<file path="src/rtl/dht11_sensor_emulator_if.sv">
`default_nettype none
// +----------------------------------------------------------------------------+
// | Module : dht11_sensor_emulator_if                                          |
// | Brief  : Line, payload and status signals of the DHT11 sensor emulator.    |
// |          master = host/board side, slave = emulator.                       |
// | Rev    : 1.0 - initial release                                             |
// +----------------------------------------------------------------------------+
interface dht11_sensor_emulator_if;
  logic       enable;
  logic       dht_in;
  logic       dht_oe;
  logic [7:0] hum_int;
  logic [7:0] hum_dec;
  logic [7:0] temp_int;
  logic [7:0] temp_dec;
  logic [7:0] chk_xor;
  logic       busy;
  logic       frame_done;

  modport master (
    output enable, dht_in, hum_int, hum_dec, temp_int, temp_dec, chk_xor,
    input  dht_oe, busy, frame_done
  );

  modport slave (
    input  enable, dht_in, hum_int, hum_dec, temp_int, temp_dec, chk_xor,
    output dht_oe, busy, frame_done
  );
endinterface
`default_nettype wire

</file>
<file path="src/rtl/dht11_sensor_emulator.sv">
`default_nettype none
// +----------------------------------------------------------------------------+
// | Module : dht11_sensor_emulator                                             |
// | Brief  : Sensor end of the DHT11 single-wire protocol. Detects a host      |
// |          start pulse and replies with preamble + 40-bit MSB-first frame.   |
// | Rev    : 1.0 - initial release                                             |
// +----------------------------------------------------------------------------+
module dht11_sensor_emulator #(
  parameter int CYC_PER_US   = 50,
  parameter int START_MIN_US = 18000,
  parameter int WAIT_US      = 30,
  parameter int RESP_LOW_US  = 80,
  parameter int RESP_HIGH_US = 80,
  parameter int BIT_LOW_US   = 50,
  parameter int ZERO_HIGH_US = 26,
  parameter int ONE_HIGH_US  = 70,
  parameter int END_LOW_US   = 50
) (
  input  wire logic               clk_50Mhz,
  input  wire logic               rst_n,
  dht11_sensor_emulator_if.slave  bus
);

  function automatic int f_max(input int a, input int b);
    return (a > b) ? a : b;
  endfunction

  localparam int C_START_CYC = START_MIN_US * CYC_PER_US;
  localparam int C_WAIT_CYC  = WAIT_US      * CYC_PER_US;
  localparam int C_RLOW_CYC  = RESP_LOW_US  * CYC_PER_US;
  localparam int C_RHIGH_CYC = RESP_HIGH_US * CYC_PER_US;
  localparam int C_BLOW_CYC  = BIT_LOW_US   * CYC_PER_US;
  localparam int C_ZERO_CYC  = ZERO_HIGH_US * CYC_PER_US;
  localparam int C_ONE_CYC   = ONE_HIGH_US  * CYC_PER_US;
  localparam int C_END_CYC   = END_LOW_US   * CYC_PER_US;
  localparam int C_PH_MAX    = f_max(f_max(f_max(C_WAIT_CYC, C_RLOW_CYC), f_max(C_RHIGH_CYC, C_BLOW_CYC)),
                                     f_max(f_max(C_ZERO_CYC, C_ONE_CYC), C_END_CYC));
  localparam int C_PH_W      = $clog2(C_PH_MAX + 1);
  localparam int C_LOW_W     = $clog2(C_START_CYC + 1);
  localparam logic [C_LOW_W-1:0] C_LOW_SAT = C_LOW_W'(C_START_CYC);

  typedef enum logic [2:0] {
    S_IDLE      = 3'd0,
    S_HOST_LOW  = 3'd1,
    S_WAIT      = 3'd2,
    S_RESP_LOW  = 3'd3,
    S_RESP_HIGH = 3'd4,
    S_BIT_LOW   = 3'd5,
    S_BIT_HIGH  = 3'd6,
    S_END_LOW   = 3'd7
  } state_t;

  state_t              state_q, state_d;
  logic                sync1_q, sync2_q;
  logic [C_PH_W-1:0]   ph_cnt_q, ph_cnt_d;
  logic [C_LOW_W-1:0]  low_cnt_q, low_cnt_d;
  logic [39:0]         shreg_q, shreg_d;
  logic [5:0]          bit_idx_q, bit_idx_d;
  logic                oe_q, oe_d;
  logic                busy_q, busy_d;
  logic                done_q, done_d;

  logic                line_s;
  logic                ph_done;
  logic [7:0]          sum8;
  logic [7:0]          chk;

  assign line_s  = sync2_q;
  assign ph_done = (ph_cnt_q == '0);
  assign sum8    = bus.hum_int + bus.hum_dec + bus.temp_int + bus.temp_dec;
  assign chk     = sum8 ^ bus.chk_xor;

  // Two-stage synchronizer for the asynchronous data line (idle level is high)
  always_ff @(posedge clk_50Mhz or negedge rst_n) begin
    if (!rst_n) begin
      sync1_q <= 1'b1;
      sync2_q <= 1'b1;
    end else begin
      sync1_q <= bus.dht_in;
      sync2_q <= sync1_q;
    end
  end

  // Next-state logic: phase timing, start-pulse qualification and frame shifting
  always_comb begin
    state_d   = state_q;
    ph_cnt_d  = ph_cnt_q;
    low_cnt_d = low_cnt_q;
    shreg_d   = shreg_q;
    bit_idx_d = bit_idx_q;
    done_d    = 1'b0;

    case (state_q)
      S_IDLE: begin
        if (bus.enable && !line_s) begin
          state_d   = S_HOST_LOW;
          low_cnt_d = '0;
        end
      end
      S_HOST_LOW: begin
        if (line_s) begin
          if (low_cnt_q == C_LOW_SAT) begin
            state_d  = S_WAIT;
            ph_cnt_d = C_PH_W'(C_WAIT_CYC - 1);
          end else begin
            state_d = S_IDLE;
          end
        end else if (low_cnt_q != C_LOW_SAT) begin
          low_cnt_d = low_cnt_q + 1'b1;
        end
      end
      S_WAIT: begin
        // A new low during the wait restarts start-pulse qualification
        if (!line_s) begin
          state_d   = S_HOST_LOW;
          low_cnt_d = '0;
        end else if (!ph_done) begin
          ph_cnt_d = ph_cnt_q - 1'b1;
        end else begin
          state_d  = S_RESP_LOW;
          ph_cnt_d = C_PH_W'(C_RLOW_CYC - 1);
          shreg_d  = {bus.hum_int, bus.hum_dec, bus.temp_int, bus.temp_dec, chk};
        end
      end
      S_RESP_LOW: begin
        if (!ph_done) begin
          ph_cnt_d = ph_cnt_q - 1'b1;
        end else begin
          state_d  = S_RESP_HIGH;
          ph_cnt_d = C_PH_W'(C_RHIGH_CYC - 1);
        end
      end
      S_RESP_HIGH: begin
        if (!ph_done) begin
          ph_cnt_d = ph_cnt_q - 1'b1;
        end else begin
          state_d   = S_BIT_LOW;
          ph_cnt_d  = C_PH_W'(C_BLOW_CYC - 1);
          bit_idx_d = '0;
        end
      end
      S_BIT_LOW: begin
        if (!ph_done) begin
          ph_cnt_d = ph_cnt_q - 1'b1;
        end else begin
          state_d  = S_BIT_HIGH;
          ph_cnt_d = shreg_q[39] ? C_PH_W'(C_ONE_CYC - 1) : C_PH_W'(C_ZERO_CYC - 1);
        end
      end
      S_BIT_HIGH: begin
        if (!ph_done) begin
          ph_cnt_d = ph_cnt_q - 1'b1;
        end else begin
          shreg_d = {shreg_q[38:0], 1'b0};
          if (bit_idx_q == 6'd39) begin
            state_d  = S_END_LOW;
            ph_cnt_d = C_PH_W'(C_END_CYC - 1);
          end else begin
            state_d   = S_BIT_LOW;
            ph_cnt_d  = C_PH_W'(C_BLOW_CYC - 1);
            bit_idx_d = bit_idx_q + 1'b1;
          end
        end
      end
      S_END_LOW: begin
        if (!ph_done) begin
          ph_cnt_d = ph_cnt_q - 1'b1;
        end else begin
          state_d = S_IDLE;
          done_d  = 1'b1;
        end
      end
      default: state_d = S_IDLE;
    endcase

    // Outputs follow the next state so they are registered in step with it
    oe_d   = (state_d == S_RESP_LOW) || (state_d == S_BIT_LOW) || (state_d == S_END_LOW);
    busy_d = (state_d != S_IDLE) && (state_d != S_HOST_LOW);
  end

  // State and registered outputs; reset releases the line immediately
  always_ff @(posedge clk_50Mhz or negedge rst_n) begin
    if (!rst_n) begin
      state_q   <= S_IDLE;
      ph_cnt_q  <= '0;
      low_cnt_q <= '0;
      shreg_q   <= '0;
      bit_idx_q <= '0;
      oe_q      <= 1'b0;
      busy_q    <= 1'b0;
      done_q    <= 1'b0;
    end else begin
      state_q   <= state_d;
      ph_cnt_q  <= ph_cnt_d;
      low_cnt_q <= low_cnt_d;
      shreg_q   <= shreg_d;
      bit_idx_q <= bit_idx_d;
      oe_q      <= oe_d;
      busy_q    <= busy_d;
      done_q    <= done_d;
    end
  end

  assign bus.dht_oe     = oe_q;
  assign bus.busy       = busy_q;
  assign bus.frame_done = done_q;

endmodule
`default_nettype wire

</file>
<file path="src/flat_wrapper.sv">
// flat-port wrapper written by rule: the top's interface ports become plain ports
module dht11_sensor_emulator_flat 
#(
  parameter int CYC_PER_US   = 50,
  parameter int START_MIN_US = 18000,
  parameter int WAIT_US      = 30,
  parameter int RESP_LOW_US  = 80,
  parameter int RESP_HIGH_US = 80,
  parameter int BIT_LOW_US   = 50,
  parameter int ZERO_HIGH_US = 26,
  parameter int ONE_HIGH_US  = 70,
  parameter int END_LOW_US   = 50
)
  (clk_50Mhz, rst_n, bus_enable, bus_dht_in, bus_hum_int, bus_hum_dec, bus_temp_int, bus_temp_dec, bus_chk_xor, bus_dht_oe, bus_busy, bus_frame_done);
  dht11_sensor_emulator_if bus_i ();
  input  wire logic clk_50Mhz;
  input  wire logic rst_n;
  input wire logic [$bits(bus_i.enable)-1:0] bus_enable;
  input wire logic [$bits(bus_i.dht_in)-1:0] bus_dht_in;
  input wire logic [$bits(bus_i.hum_int)-1:0] bus_hum_int;
  input wire logic [$bits(bus_i.hum_dec)-1:0] bus_hum_dec;
  input wire logic [$bits(bus_i.temp_int)-1:0] bus_temp_int;
  input wire logic [$bits(bus_i.temp_dec)-1:0] bus_temp_dec;
  input wire logic [$bits(bus_i.chk_xor)-1:0] bus_chk_xor;
  output wire logic [$bits(bus_i.dht_oe)-1:0] bus_dht_oe;
  output wire logic [$bits(bus_i.busy)-1:0] bus_busy;
  output wire logic [$bits(bus_i.frame_done)-1:0] bus_frame_done;
  assign bus_i.enable = bus_enable;
  assign bus_i.dht_in = bus_dht_in;
  assign bus_i.hum_int = bus_hum_int;
  assign bus_i.hum_dec = bus_hum_dec;
  assign bus_i.temp_int = bus_temp_int;
  assign bus_i.temp_dec = bus_temp_dec;
  assign bus_i.chk_xor = bus_chk_xor;
  assign bus_dht_oe = bus_i.dht_oe;
  assign bus_busy = bus_i.busy;
  assign bus_frame_done = bus_i.frame_done;
  dht11_sensor_emulator #(.CYC_PER_US(CYC_PER_US), .START_MIN_US(START_MIN_US), .WAIT_US(WAIT_US), .RESP_LOW_US(RESP_LOW_US), .RESP_HIGH_US(RESP_HIGH_US), .BIT_LOW_US(BIT_LOW_US), .ZERO_HIGH_US(ZERO_HIGH_US), .ONE_HIGH_US(ONE_HIGH_US), .END_LOW_US(END_LOW_US)) u_core (.clk_50Mhz(clk_50Mhz), .rst_n(rst_n), .bus(bus_i));
endmodule
</file>
<file path="config.mk">
export PLATFORM = sky130hd
export DESIGN_NAME = dht11_sensor_emulator_flat
export DESIGN_NICKNAME = d
export VERILOG_FILES = /design/src/rtl/dht11_sensor_emulator_if.sv /design/src/rtl/dht11_sensor_emulator.sv /design/src/flat_wrapper.sv
export SDC_FILE = /design/constraint.sdc
export NUM_CORES = 1
export LEC_CHECK = 0
export CORE_ASPECT_RATIO = 1.1
export CORE_MARGIN = 2
export CORE_UTILIZATION = 55
export CTS_CLUSTER_DIAMETER = 150
export DETAILED_ROUTE_END_ITERATION = 6
export HOLD_SLACK_MARGIN = 0.06
export PLACE_DENSITY = 0.84
export SETUP_SLACK_MARGIN = 0.05
export SLEW_MARGIN = 25
export SYNTH_ARGS = -nofsm -noshare
export SYNTH_HDL_FRONTEND = slang
export SYNTH_SLANG_ARGS = --single-unit
</file>
<file path="constraint.sdc">
create_clock -name clk_50Mhz -period 5.28 [get_ports clk_50Mhz]
set_clock_uncertainty 0.2 [all_clocks]
set_input_delay 1.056 -clock clk_50Mhz [delete_from_list [all_inputs] [get_ports clk_50Mhz]]
set_output_delay 1.056 -clock clk_50Mhz [all_outputs]
set_load 0.01 [all_outputs]
</file>
==> results of run 1 <==
-- path summary, 6_finish.rpt --
kind	start	endpoint	slack (ns)
worst min register to register	u_core.sync1_q	u_core.line_s	0.16
worst max register to register	u_core.state_q[0]	u_core.ph_cnt_q[2]	2.25
worst max-delay path	bus_temp_dec[2]	u_core.shreg_q[6]	1.11
worst min-delay path	u_core.sync1_q	u_core.line_s	0.16
max in group asynchronous	rst_n	u_core.shreg_q[17]	3.83
min in group asynchronous	rst_n	u_core.ph_cnt_q[1]	0.53
-- registers in the layout, summed over array words and instances (netlist names) --
| name | flops |
|---|---|
| u_core.bit_idx_q | 6 |
| u_core.bus.frame_done | 1 |
| u_core.bus.busy | 1 |
| u_core.state_q | 3 |
| u_core.shreg_q | 40 |
| u_core.bus.dht_oe | 1 |
| u_core.sync1_q | 1 |
| u_core.ph_cnt_q | 12 |
| u_core.low_cnt_q | 20 |
| u_core.line_s | 1 |
-- kinds of logic after synthesis --
| logic type | count (synthesis) | synth area share |
|---|---|---|
| buf+inv | 74 | 0.0573 |
| fa+ha+maj | 25 | 0.0811 |
| mux | 33 | 0.0644 |
| xor+xnor | 38 | 0.0646 |
| simple gates | 198 | 0.182 |
| flops | 86 | 0.418 |
| compound gates | 114 | 0.132 |
-- layer usage --
metal	track usage	wire (um)
met1	0.308	4670
met4	0.103	273
met3	0.0465	552
met2	0.395	5740
met5	0	0
-- synth_stat cells (8+ instances only) --
cell type / instances / share of area
dfrtp_1: 84 / 0.41
nand2_1: 74 / 0.054
o21ai_0: 59 / 0.057
inv_1: 50 / 0.036
nor2_1: 46 / 0.034
mux2i_1: 32 / 0.062
xnor2_1: 26 / 0.044
nand3_1: 20 / 0.019
clkbuf_1: 19 / 0.014
a21oi_1: 15 / 0.015
nor3_1: 15 / 0.015
fa_1: 14 / 0.054
xor2_1: 12 / 0.020
ha_1: 11 / 0.027
and3_1: 8 / 0.0097
-- layout make-up --
cell class,count,area (um2),area share
inverters,51,194,0.0331
clock buffers,9,124,0.0211
well taps,117,146,0.0250
clock inverters,7,48.8,0.00832
repair buffers,49,484,0.0825
multi-input cells,408,2720,0.463
flip-flops and latches,86,2150,0.367
-- stage by stage --
stage,util,power [mW],setup WS [ns],hold slack (ns)
final,0.637,1.37,1.11,0.162
after global routing,0.637,1.44,0.911,0.174
after CTS,0.636,1.38,1.14,0.164
after detailed placement,0.617,0.958,0.760,0.150
after global placement,0.617,0.947,0.840,0.146
after floorplan,-,0.869,1.46,0.145
-- power groups by stage --
stage	combinational [mW]	sequential, mW	clock, mW
finish	0.273	0.673	0.424
global route	0.308	0.675	0.454
CTS	0.273	0.673	0.429
detailed placement	0.272	0.686	0
global placement	0.262	0.685	0
floorplan	0.186	0.683	0
==> impl_metrics.toml, run 1 <==
[synth]
synth_cell_types = 54
syn_area_um2 = 5150
ys_warn_count = 0
synth_edf_count = 0
seq_area_frac_synth = 0.418
synth_ff_type = "dfrtp_1"
synth_seq_cells = 86
syn_area_per_cell_um2 = 9.07
synthArstFlopShare = 1.00
synthesis.nets = 637
syn_inst = 568

[grt]
grt_overflow = 0
antenna_found_initial = 0
grt_pass1_vias = 4051
grt_pass1_wl_mm = 18.9
grt_usage = 0.241
grt_max_degree = 87

[routing]
drc_errors = 0
avgRoutedWirePerCell_um = 15.5
drt-initial-drc-count = 309
drtPass1Iterations = 5
vias = 4192
wl_mm = 11.2
final_antenna_net_count = 0
viasPerCell = 5.77

[setup_path]
critPathBufInv = 3
crit_top_cell = "a21o_1"
path_cells = "clkdlybuf4s50_1, inv_1, fa_1, fa_1, inv_1, ha_1, a21o_1, a21o_1, a21o_1, a21oi_1, xnor2_1, nor3_1, a211oi_1"
path_depth = 13
cp_max_fo = 2
arrival_ns = 4.25
cp_slowest_cell = "fa_1"
setup.worst_path.class = "input pin to register"
slowest_delay_ns = 0.58
endpoint_kind = "register"
critPathTopFamily = "adder cells"
startpoint_type = "input pin"
reg2reg_depth = 8
critPathRequiredTime_ns = 5.36

[cts]
numCtsBuffers = 9
clkSinkCount = 86
h-tree-depth = 3
clockRootBuffer = "clkbuf_8"
clk_transition_reported_paths_ns = 0.09
cts_tree = "done"
cts_resized = 0
clock_path_buffers = 2
clkLatencyLatePin_ns = 0.38
hold_buffers = 0
cts_setup_buffers = 0

[timing]
timing.final.crit_share = 0.789
max_freq_mhz = 240
layout_min_cycle_time_ns = 4.17
slew_headroom = 0.492
worst_pin_slew_ns = 0.762
hold_viol = 0
fin_tns_setup_ns = 0
setup_viol = 0
drv_slew = 0
rsz0062_at_grt = "no"

[placement]
dpl.hpwl_mm = 7.95
placement.cell_area_um2 = 5690
port_buffers = 46
finalWeightedCongestion = 0.855
dp.cells = 711

[power_and_ir_drop]
p_clk_frac = 0.309
p_sw_mw = 0.397
p_sw_frac = 0.290
ir_drop_mv = 0.182
power.internal_mw = 0.973
power_frac_seq = 0.491
leakagePower_nw = 2.66
power.density_nw_per_um2 = 234
combPwrFrac = 0.200

[hold_path]
hold_depth = 0
hold_path_class = "register to register"

[cells_and_area]
layout_commonest_cell = "dfrtp_1"
nets = 674
final_cell_area_um2 = 5870
fillCellCount = 729
layout_common_cells = "84 x dfrtp_1, 74 x nand2_1, 59 x o21ai_0, 50 x inv_1, 45 x clkdlybuf4s50_1"
layoutNonFillerInstCount = 727
drive_gt1_frac = 0.0590
syn_to_final_growth_pct = 13.9
n_antenna_cell = 0

[floorplanning]
die_h_um = 105
die_area_um2 = 10200
ioPinCount = 47
die_x_um = 96.3
initial_core_util = 0.559
rows = 37
coreArea_um2 = 9210

[run]
maxCapViolCount = 0

[outcome]
outcome = "finished, final reports clean"
(Power assumes the default switching activity.)
==> run 2: changes to the inputs <==
--- a/config.mk
+++ b/config.mk
@@ -7,7 +7,7 @@
 export LEC_CHECK = 0
 export CORE_ASPECT_RATIO = 1.1
 export CORE_MARGIN = 2
-export CORE_UTILIZATION = 55
+export CORE_UTILIZATION = 53
 export CTS_CLUSTER_DIAMETER = 150
 export DETAILED_ROUTE_END_ITERATION = 6
 export HOLD_SLACK_MARGIN = 0.06
==> constraint.sdc (replaced) <==
create_clock -name clk_50Mhz -period 3.5 [get_ports clk_50Mhz]
set_clock_uncertainty 0.2 [all_clocks]
set_input_delay 0.7 -clock clk_50Mhz [delete_from_list [all_inputs] [get_ports clk_50Mhz]]
set_output_delay 0.7 -clock clk_50Mhz [all_outputs]
set_load 0.01 [all_outputs]
==> run 2 against run 1 <==
  * The run now ends with negative setup slack left
  * Non-clock buffer count increased by 17
  * Combinational power increased by 95%
  * Sequential power increased by 52%
  * Wire length increased by 7.7%
  * Die area increased by 3.6%
  * Count of clock-buffer cells in the layout increased by 3
  * Cell area increased by 3.6%
  * Worst setup slack got worse by 1.1 ns
  * Global-route usage decreased by 0.81 points
  * First-iteration DRC count increased by 11%
  * Total power increased by 66%
==> impl_metrics.toml, run 2 (synthesis gave the netlist of run 1 again) <==
[routing]
viasPerCell = 5.88
drc_errors = 0
final_antenna_net_count = 0
wl_mm = 12.1
drt-initial-drc-count = 344
drtPass1Iterations = 6
avgRoutedWirePerCell_um = 16.3
vias = 4376

[timing]
hold_viol = 0
timing.final.crit_share = 1.00
finalWorstSetupSlack_ns = -0.000280
slew_headroom = 0.476
drv_slew = 0
setup_viol = 1
worst_hold_slack_ns = 0.160
max_freq_mhz = 286
layout_min_cycle_time_ns = 3.50
worst_pin_slew_ns = 0.785

[floorplanning]
coreArea_um2 = 9400
die_x_um = 98.0
die_h_um = 107
die_area_um2 = 10500
ioPinCount = 47
initial_core_util = 0.548
rows = 37

[cells_and_area]
layout_common_cells = "84 x dfrtp_1, 74 x nand2_1, 57 x o21ai_0, 46 x inv_1, 44 x nor2_1"
n_antenna_cell = 0
nets = 691
layoutNonFillerInstCount = 744
syn_to_final_growth_pct = 18.1
regMostFlops = "u_core.shreg_q"
drive_gt1_frac = 0.107
reg_top3 = "u_core.shreg_q x40, u_core.low_cnt_q x20, u_core.ph_cnt_q x12"
final_util = 0.647
layout_commonest_cell = "dfrtp_1"
largest_register_ff_count = 40

[setup_path]
reg2reg_depth = 8
rr_endpoint = "u_core.ph_cnt_q[2]"
path_depth = 11
slowest_delay_ns = 0.52
endpoint_kind = "register"
critPathRequiredTime_ns = 3.55
setup.worst_path.class = "input pin to register"
critPathBufInv = 4
path_cells = "clkdlybuf4s50_1, inv_1, fa_1, fa_1, inv_1, ha_1, a21boi_1, o21ai_1, buf_4, a31oi_1, a22o_1"
startpoint_type = "input pin"
critPathTopFamily = "adder cells"
cp_max_fo = 3
r2r_start = "u_core.state_q[0]"
rrSetupSlack_ns = 0.51
cp_slowest_cell = "fa_1"
arrival_ns = 3.55

[power_and_ir_drop]
leakagePower_nw = 2.82
power.density_nw_per_um2 = 375
p_total_mw = 2.28
ir_drop_mv = 0.268

[placement]
dpl.hpwl_mm = 7.93
finalWeightedCongestion = 0.918
port_buffers = 46
dp.cells = 725

[grt]
antenna_found_initial = 0
grt_max_degree = 87
grt_pass1_wl_mm = 19.7
grt_usage = 0.233
grt_pass1_vias = 4260
grt_overflow = 0

[cts]
clock_path_buffers = 2
cts_tree = "done"
clockRootBuffer = "clkbuf_8"
hold_buffers = 0
clkSinkCount = 86
clkLatencyLatePin_ns = 0.37
h-tree-depth = 3
clk_transition_reported_paths_ns = 0.09
numCtsBuffers = 9

[hold_path]
hold_depth = 0
hold_path_class = "register to register"
min_from = "u_core.sync1_q"
hold_end = "u_core.line_s"

[run]
maxCapViolCount = 0

[outcome]
violations = "negative setup slack"
outcome = "finished with violations"
==> run 2: worst max-delay path by stage <==
stage	end	start	slack (ns)
floorplan	u_core.shreg_q[7]	bus_temp_dec[1]	0.04
global placement	u_core.shreg_q[7]	bus_temp_dec[1]	-0.53
detailed placement	u_core.shreg_q[7]	bus_temp_dec[1]	-0.63
CTS	u_core.shreg_q[7]	bus_temp_dec[0]	0.07
global route	u_core.shreg_q[6]	bus_hum_dec[2]	-0.04
finish	u_core.shreg_q[7]	bus_temp_dec[5]	-0.0003
==> run 2: final cells by class <==
cell class / instances / area [um2]
Tap cell: 117 / 146
Clock buffer: 12 / 145
Sequential cell: 86 / 2150
Timing Repair Buffer: 66 / 614
Inverter: 51 / 194
Multi-Input combinational cell: 408 / 2770
Fill cell: 708 / 3320
Clock inverter: 4 / 55.1
==> run 2: timing repair <==
action	4_1_cts	5_1_grt
pin swaps	10	13
gates resized for setup	13	26
endpoints found under the setup margin	4	4
buffers inserted	2	1
gates cloned	0	0
==> run 2: metal layers <==
metal | part of all wire | track usage | wire length [um] | up-vias
met3 | 0.058 | 0.0545 | 703 | 38
li1 | - | - | - | 2049
met4 | 0.032 | 0.111 | 384 | 0
met2 | 0.50 | 0.389 | 6000 | 190
met1 | 0.41 | 0.285 | 5010 | 2099
met5 | 0 | 0 | 0 | -
==> run 2: worst register-to-register path, stage by stage, from the launching register on <==
cell,delay [ns]
dfrtp_1,0.61
inv_1,0.22
nor3_1,0.37
nand4_1,0.26
or2_2,0.36
and2_1,0.29
inv_4,0.22
o21ai_0,0.12
a22o_1,0.23
==> run 2: power by group <==
group | total, mW | internal [mW] | switching, mW
registers | 1.02 | 1.01 | 0.0101
logic | 0.533 | 0.270 | 0.263
clock network | 0.733 | 0.355 | 0.378
total | 2.28 | 1.63 | 0.651
==> run 2: metrics by stage <==
| step | area (um2) | TNS, ns | setup slack, ns |
|---|---|---|---|
| after floorplan | 5150 | 0 | 0.0367 |
| after global placement | 5810 | -2.12 | -0.531 |
| after detailed placement | 5810 | -2.58 | -0.633 |
| after CTS | 6030 | 0 | 0.0750 |
| after global routing | 6080 | -0.0416 | -0.0390 |
| final | 6080 | -0.000280 | -0.000280 |
